<file path="src/rtl/iterative_right_shifter_if.sv">
// Request/result handshake bundle for iterative_right_shifter.
interface iterative_right_shifter_if #(
  parameter int unsigned WIDTH = 32
);
  logic             start_valid;
  logic             start_ready;
  logic [WIDTH-1:0] A;
  logic [4:0]       shamt;
  logic             arith;
  logic             result_valid;
  logic             result_ready;
  logic [WIDTH-1:0] S;
  logic             busy;

  modport master (
    output start_valid, A, shamt, arith, result_ready,
    input  start_ready, result_valid, S, busy
  );

  modport slave (
    input  start_valid, A, shamt, arith, result_ready,
    output start_ready, result_valid, S, busy
  );
endinterface

</file>
<file path="src/rtl/iterative_right_shifter.sv">
// Multi-cycle right shifter: one binary-weighted stage (16/8/4/2/1) per clock.
// Define ARITH_SHIFT_EN to honour `arith` (sign fill); otherwise logical only.
module iterative_right_shifter #(
  parameter int unsigned WIDTH = 32
) (
  input logic                     clock,
  input logic                     reset_n,
  iterative_right_shifter_if.slave bus
);

  typedef enum logic [1:0] {IDLE, SHIFT, DONE} state_t;

  state_t           state_q, state_d;
  logic [WIDTH-1:0] work_q, work_d;
  logic [4:0]       rem_q, rem_d;
  logic             fill;

  function automatic logic [WIDTH-1:0] shr_fill(input logic [WIDTH-1:0] x,
                                                input logic             f,
                                                input int unsigned      n);
    logic signed [WIDTH:0] ext;
    ext = $signed({f, x}) >>> n;
    return ext[WIDTH-1:0];
  endfunction

`ifdef ARITH_SHIFT_EN
  logic fill_q, fill_d;

  always_ff @(posedge clock or negedge reset_n) begin
    if (!reset_n) fill_q <= 1'b0;
    else          fill_q <= fill_d;
  end

  always_comb begin
    fill_d = fill_q;
    if (state_q == IDLE && bus.start_valid)
      fill_d = bus.arith & bus.A[WIDTH-1];
  end

  assign fill = fill_q;
`else
  logic unused_arith;
  assign unused_arith = bus.arith;
  assign fill         = 1'b0;
`endif

  always_ff @(posedge clock or negedge reset_n) begin
    if (!reset_n) begin
      state_q <= IDLE;
      work_q  <= '0;
      rem_q   <= '0;
    end else begin
      state_q <= state_d;
      work_q  <= work_d;
      rem_q   <= rem_d;
    end
  end

  always_comb begin
    state_d = state_q;
    work_d  = work_q;
    rem_d   = rem_q;
    unique case (state_q)
      IDLE: begin
        if (bus.start_valid) begin
          work_d  = bus.A;
          rem_d   = bus.shamt;
          state_d = (bus.shamt != '0) ? SHIFT : DONE;
        end
      end
      SHIFT: begin
        // Highest remaining weight first; each stage clears its own bit.
        casez (rem_q)
          5'b1????: begin work_d = shr_fill(work_q, fill, 16); rem_d = {1'b0, rem_q[3:0]}; end
          5'b01???: begin work_d = shr_fill(work_q, fill, 8);  rem_d = {2'b0, rem_q[2:0]}; end
          5'b001??: begin work_d = shr_fill(work_q, fill, 4);  rem_d = {3'b0, rem_q[1:0]}; end
          5'b0001?: begin work_d = shr_fill(work_q, fill, 2);  rem_d = {4'b0, rem_q[0]};   end
          5'b00001: begin work_d = shr_fill(work_q, fill, 1);  rem_d = '0;                 end
          default:  rem_d = '0;
        endcase
        if (rem_d == '0) state_d = DONE;
      end
      DONE: begin
        if (bus.result_ready) state_d = IDLE;
      end
      default: state_d = IDLE;
    endcase
  end

  assign bus.start_ready  = (state_q == IDLE);
  assign bus.result_valid = (state_q == DONE);
  assign bus.busy         = (state_q != IDLE);
  assign bus.S            = work_q;

endmodule
</file>
<file path="src/flat_wrapper.sv">
// flat-port wrapper written by rule: the top's interface ports become plain ports
module iterative_right_shifter_flat 
#(
  parameter int unsigned WIDTH = 32
)
  (clock, reset_n, bus_start_valid, bus_A, bus_shamt, bus_arith, bus_result_ready, bus_start_ready, bus_result_valid, bus_S, bus_busy);
  iterative_right_shifter_if #(.WIDTH(WIDTH)) bus_i ();
  input logic clock;
  input logic reset_n;
  input wire logic [$bits(bus_i.start_valid)-1:0] bus_start_valid;
  input wire logic [$bits(bus_i.A)-1:0] bus_A;
  input wire logic [$bits(bus_i.shamt)-1:0] bus_shamt;
  input wire logic [$bits(bus_i.arith)-1:0] bus_arith;
  input wire logic [$bits(bus_i.result_ready)-1:0] bus_result_ready;
  output wire logic [$bits(bus_i.start_ready)-1:0] bus_start_ready;
  output wire logic [$bits(bus_i.result_valid)-1:0] bus_result_valid;
  output wire logic [$bits(bus_i.S)-1:0] bus_S;
  output wire logic [$bits(bus_i.busy)-1:0] bus_busy;
  assign bus_i.start_valid = bus_start_valid;
  assign bus_i.A = bus_A;
  assign bus_i.shamt = bus_shamt;
  assign bus_i.arith = bus_arith;
  assign bus_i.result_ready = bus_result_ready;
  assign bus_start_ready = bus_i.start_ready;
  assign bus_result_valid = bus_i.result_valid;
  assign bus_S = bus_i.S;
  assign bus_busy = bus_i.busy;
  iterative_right_shifter #(.WIDTH(WIDTH)) u_core (.clock(clock), .reset_n(reset_n), .bus(bus_i));
endmodule
</file>
<file path="config.mk">
export PLATFORM = sky130hd
export DESIGN_NAME = iterative_right_shifter_flat
export DESIGN_NICKNAME = d
export VERILOG_FILES = /design/src/rtl/iterative_right_shifter_if.sv /design/src/rtl/iterative_right_shifter.sv /design/src/flat_wrapper.sv
export SDC_FILE = /design/constraint.sdc
export NUM_CORES = 1
export LEC_CHECK = 0
export ABC_AREA = 0
export CAP_MARGIN = 25
export CORE_ASPECT_RATIO = 1.5
export CORE_MARGIN = 8
export CORE_UTILIZATION = 40
export DETAILED_ROUTE_END_ITERATION = 12
export PLACE_DENSITY = 0.68
export SYNTH_ARGS = -nofsm -noshare
export SYNTH_HDL_FRONTEND = slang
export SYNTH_SLANG_ARGS = --single-unit
</file>
<file path="constraint.sdc">
create_clock -name clock -period 2.43 [get_ports clock]
set_input_delay 0.3645 -clock clock [delete_from_list [all_inputs] [get_ports clock]]
set_output_delay 0.3645 -clock clock [all_outputs]
set_load 0.02 [all_outputs]
</file>
==> results of run 1 <==
## layer usage
layer / GRT usage (%) / wire [um]
met1: 22.4 / 4090
met2: 33.3 / 5080
met5: 0 / 0
met3: 3.66 / 664
met4: 8.23 / 272
## logic make-up (layout without fill, tap and decap cells)
logic type	Yosys count	count (layout)	share of synthesized area, %
AOI/OAI and AO/OA	168	168	38.0
and+or+nand+nor	107	107	21.0
buffers and inverters	48	107	7.66
DFF	39	39	33.0
adders and majority gates	1	1	0.339
## registers in the layout, indices dropped and copies added (netlist names)
signal,cells
u_core.bus.S,32
u_core.rem_q,5
u_core.state_q,2
## cell usage after synthesis, drive strengths merged, types with 4 or more instances
cell type  count  area share (%)
a2111oi       11             3.3
a21o          13             3.3
a21oi         32             5.4
a221o         11             3.7
a221oi        10             3.0
a31oi          8             1.7
and3           4            0.85
buf           22             4.4
clkbuf        20             2.5
dfrtp         39              33
inv            6            0.76
nand2         41             5.2
nand3          4            0.68
nand3b         6             1.5
nor2          21             2.8
nor2b          6             1.3
o21a          12             3.0
o21ai         50             8.5
or4bb         11             4.2
## power breakdown
group | internal, mW | leakage, nW | switching [mW] | total [mW]
Clock | 0.301 | 0.0513 | 0.232 | 0.534
Sequential | 0.979 | 0.470 | 0.757 | 1.74
Combinational | 1.69 | 0.971 | 1.99 | 3.67
## cell type report
type | instances | share of cell area [%]
inverters | 6 | 0.579
multi-input cells | 276 | 45.4
flip-flops and latches | 39 | 25.1
well taps | 100 | 3.21
clock inverters | 1 | 0.771
clock buffers | 6 | 1.86
repair buffers | 94 | 23.1
## path summary, 6_finish.rpt
kind / startpoint / endpoint / slack [ps] / cells past startpoint
max in group asynchronous: reset_n / u_core.bus.S[9] / 1680 / 1
min in group clock: u_core.bus.S[3] / u_core.bus.S[3] / 570 / 2
min: reset_n / u_core.bus.S[3] / 190 / 1
min reg2reg: u_core.bus.S[3] / u_core.bus.S[3] / 570 / 2
max reg2reg: u_core.rem_q[2] / u_core.bus.S[6] / 320 / 5
max: u_core.state_q[0] / bus_start_ready / 280 / 3
## critical path: stages, from the launching register on
cell and delay (ps):
dfrtp_1 510, or2_2 340, inv_1 50, clkdlybuf4s50_1 590
## stage by stage
step	util, %	setup slack (ps)	power (mW)	std cells	cell area, um^2
floorplan	-	857	3.92	363	2960
global placement	52.8	427	5.33	515	3790
detailed placement	52.8	335	5.39	515	3790
CTS	54.2	255	5.94	522	3890
global route	54.2	180	6.36	522	3890
finish	54.2	276	5.94	522	3890
==> flow_metrics.tcl, run 1 <==
set metrics [dict create \
    fmax_mhz 464 \
    grt_pass1_vias 3045 \
    drive_gt1_share_pct 8.53 \
    layout_common_cells "clkdlybuf4s50_1 (74), nand2_1 (41), dfrtp_1 (39), a21oi_1 (32), o21ai_0 (31)" \
    post_cts_buffers 0 \
    maxCapViolations 0 \
    cts_resized 0 \
    area.growth.synth_to_final_pct 31.7 \
    seq_area_um2 976 \
    rsz0062_at_grt "false" \
    required_ps 2070 \
    slew_headroom_pct 40.1 \
    die_y_um 121 \
    synth-seq-cells 39 \
    synthesis.nets 405 \
    finalCriticalPeriod_ps 2150 \
    drv_slew 0 \
    crit_arrival_ps 1790 \
    cp_max_fo 10 \
    synth_area_mm2 0.00296 \
    fillers 703 \
    period_share_pct 88.6 \
    path_class "register to primary output" \
    clockBufferDepth 2 \
    synth_area_per_cell_um2 8.14 \
    yosysSeqAreaShare_pct 33.0 \
    start_kind "register" \
    skew_ps 11.1 \
    start_util_pct 41.2 \
    endpoint_kind "primary output" \
    clkSlewWorstSetupHoldPaths_ps 80 \
    coreArea_mm2 0.00718 \
    hold_buffers 0 \
    multi_input_comb_area_mm2 0.00177 \
    power_density_mw_per_mm2 1530 \
    clkLatencyLatePin_ps 300 \
    drt_wl_total_um 10100 \
    port_buffers 75 \
    clockRootBuffer "clkbuf_8" \
    core.rowCount 38 \
    antenna_found_initial 0 \
    setup_viol 0 \
    synth_edf_count 0 \
    die_x_um 86.2 \
    place_hpwl_um 7110 \
    nNetsFinal 464 \
    cts_sinks 39 \
    die_area_mm2 0.0105 \
    tns_ps 0 \
    drt_pass1_iterations 5 \
    cts_tree "yes" \
    final_common_cell "clkdlybuf4s50_1" \
    viasPerCell 6.13 \
    status "complete, no violations" \
    synthDistinctLibCells 46 \
    ys.flop_type "dfrtp_1" \
    yosysWarnings 0 \
    ant_nets 0 \
    async_flop_share_pct 100 \
    grt_pass1_wl_um 16200 \
    io_pins 77 \
    numCtsBuffers 5 \
    routedWlPerCell_um 19.4 \
    whs_ps 190 \
    drc 0 \
    drt-initial-drc-count 230 \
    hold_viol 0 \
    vias 3199 \
    grt_max_degree 40 \
    syn_inst 363 \
    ir_drop_mv 0.896 \
    cts_htree_levels 2 \
    antennaDiodeCount 0 \
    p_leak_nw 1.49 \
    grt-ovfl-total 0 \
    grt_usage_pct 19.2 \
    place.gp.congestion 0.883 \
    hold_path.class "primary input to async pin" \
    tightest_slew_ps 899 \
]
No activity file was read; power rests on OpenSTA's default activity.
==> inputs of run 2 (changes only) <==
--- a/config.mk
+++ b/config.mk
@@ -11,6 +11,7 @@
 export CORE_MARGIN = 8
 export CORE_UTILIZATION = 40
 export DETAILED_ROUTE_END_ITERATION = 12
+export GPL_TIMING_DRIVEN = 0
 export PLACE_DENSITY = 0.68
 export SYNTH_ARGS = -nofsm -noshare
 export SYNTH_HDL_FRONTEND = slang
==> run 2 against run 1 <==
Compared with the run above:
- clock skew grew 0.97 ps
- sequential share of layout area shrank 0.53 points
- flip-flop and latch count is the same
- global-route usage grew 2.1 points
==> flow_metrics.tcl, run 2 (same netlist as run 1, synthesis figures left out) <==
set metrics [dict create \
    status "complete, no violations" \
    place.gp.congestion 0.921 \
    grt_usage_pct 21.4 \
    grt_max_degree 25 \
    tightest_slew_ps 586 \
    slew_headroom_pct 60.9 \
    cts_sinks 39 \
    ant_nets 0 \
    required_ps 2070 \
    skew_ps 12.1 \
    area.growth.synth_to_final_pct 34.5 \
    clock_power_share_pct 10.6 \
    stdcell_area_mm2 0.00398 \
    clkLatencyLatePin_ps 300 \
    clockBufferDepth 2 \
    whs_ps 520 \
    place_hpwl_um 8360 \
    cp_max_fo 10 \
    path_class "register to primary output" \
    p_seq_share_pct 25.9 \
    port_buffers 74 \
    cts_tree "yes" \
    cts_htree_levels 2 \
    drt-initial-drc-count 259 \
    hold_viol 0 \
    crit_arrival_ps 1990 \
    tns_ps 0 \
    period_share_pct 96.7 \
    antenna_found_initial 0 \
    vias 3301 \
    clkSlewWorstSetupHoldPaths_ps 90 \
    drc 0 \
    start_util_pct 41.2 \
    final_common_cell "clkdlybuf4s50_1" \
    rsz0062_at_grt "false" \
    io_pins 77 \
    drt_pass1_iterations 5 \
    start_kind "register" \
    die_area_mm2 0.0105 \
    setup_viol 0 \
    numCtsBuffers 5 \
    routedWlPerCell_um 20.5 \
    power_density_mw_per_mm2 1560 \
    clockRootBuffer "clkbuf_8" \
    drt_wl_total_um 11200 \
    core.rowCount 38 \
    viasPerCell 6.05 \
    layout_common_cells "clkdlybuf4s50_1 (73), nand2_1 (41), dfrtp_1 (39), a21oi_1 (32), o21ai_0 (31)" \
    nNetsFinal 487 \
    largest_reg_flops 32 \
    fmax_mhz 426 \
    swShare_pct 50.4 \
    ir_drop_mv 0.774 \
    grt-ovfl-total 0 \
    fillers 700 \
    finalCriticalPeriod_ps 2350 \
    p_leak_nw 1.54 \
    placed_area_mm2 0.00384 \
    grt_pass1_wl_um 17600 \
    coreArea_mm2 0.00718 \
    antennaDiodeCount 0 \
    drv_slew 0 \
    die_x_um 86.2 \
    maxCapViolations 0 \
    grt_pass1_vias 3388 \
    pwr-share-comb_pct 63.4 \
    endpoint_kind "primary output" \
    p_int_mw 3.07 \
    power_switching_mw 3.12 \
    hold_path.class "primary input to async pin" \
    drive_gt1_share_pct 9.19 \
    die_y_um 121 \
]
==> run 2: power by group through the flow <==
stage	sequential, mW	clock (mW)	combinational, mW
after floorplan	1.67	0	2.25
after global placement	1.59	0	3.83
after detailed placement	1.59	0	3.89
after CTS	1.58	0.663	3.91
after global routing	1.64	0.689	4.26
final	1.60	0.659	3.92
==> run 2: layer usage <==
layer | share of wire [%] | routed length (um) | vias to the layer above | GRT usage, %
li1 | - | - | 1532 | -
met1 | 39 | 4360 | 1559 | 24.2
met2 | 49 | 5530 | 162 | 37.0
met3 | 6.8 | 757 | 48 | 3.25
met4 | 5.0 | 559 | 0 | 12.2
met5 | 0 | 0 | - | 0
==> run 2: cell type report <==
class | instances | area (um^2) | area share [%]
clock inverters | 2 | 60.1 | 1.51
repair buffers | 76 | 766 | 19.3
flip-flops and latches | 39 | 976 | 24.5
well taps | 100 | 125 | 3.15
clock buffers | 6 | 72.6 | 1.83
plain buffers | 41 | 200 | 5.03
inverters | 6 | 22.5 | 0.566
multi-input cells | 276 | 1750 | 44.1
==> run 2: repair_timing <==
action / 4_1_cts / 5_1_grt
endpoints found under the setup margin: 0 / 2
gates resized for setup: 0 / 0
hold buffers: 1 / 0
hold endpoints to repair: 12 / 0
setup buffers: 0 / 0
==> run 2: final timing paths <==
| path | startpoint | to | slack (ps) | cells after the start |
|---|---|---|---|---|
| setup / recovery | u_core.state_q[1] | bus_start_ready | 80 | 4 |
| hold / removal | reset_n | u_core.bus.S[17] | 520 | 2 |
| setup reg to reg | u_core.state_q[0] | u_core.bus.S[27] | 310 | 6 |
| hold reg to reg | u_core.bus.S[3] | u_core.bus.S[3] | 590 | 2 |
| max in group asynchronous | reset_n | u_core.bus.S[23] | 1430 | 3 |
| min in group clock | u_core.bus.S[3] | u_core.bus.S[3] | 590 | 2 |
==> run 2: worst max-delay path, cell delays in order (launching register included) <==
cell             delay, ps
dfrtp_1                440
clkbuf_1               240
or2_2                  350
inv_1                   60
clkdlybuf4s50_1        600
==> run 2: stage by stage <==
step / utilization, % / worst slack (ps) / power, mW / std cells
finish: 55.4 / 80.3 / 6.19 / 546
CTS: 55.4 / 20.8 / 6.15 / 547
detailed placement: 53.5 / 356 / 5.48 / 538
floorplan: - / 857 / 3.92 / 363
global placement: 53.2 / -27.2 / 5.42 / 537
global route: 55.4 / 16.4 / 6.59 / 546
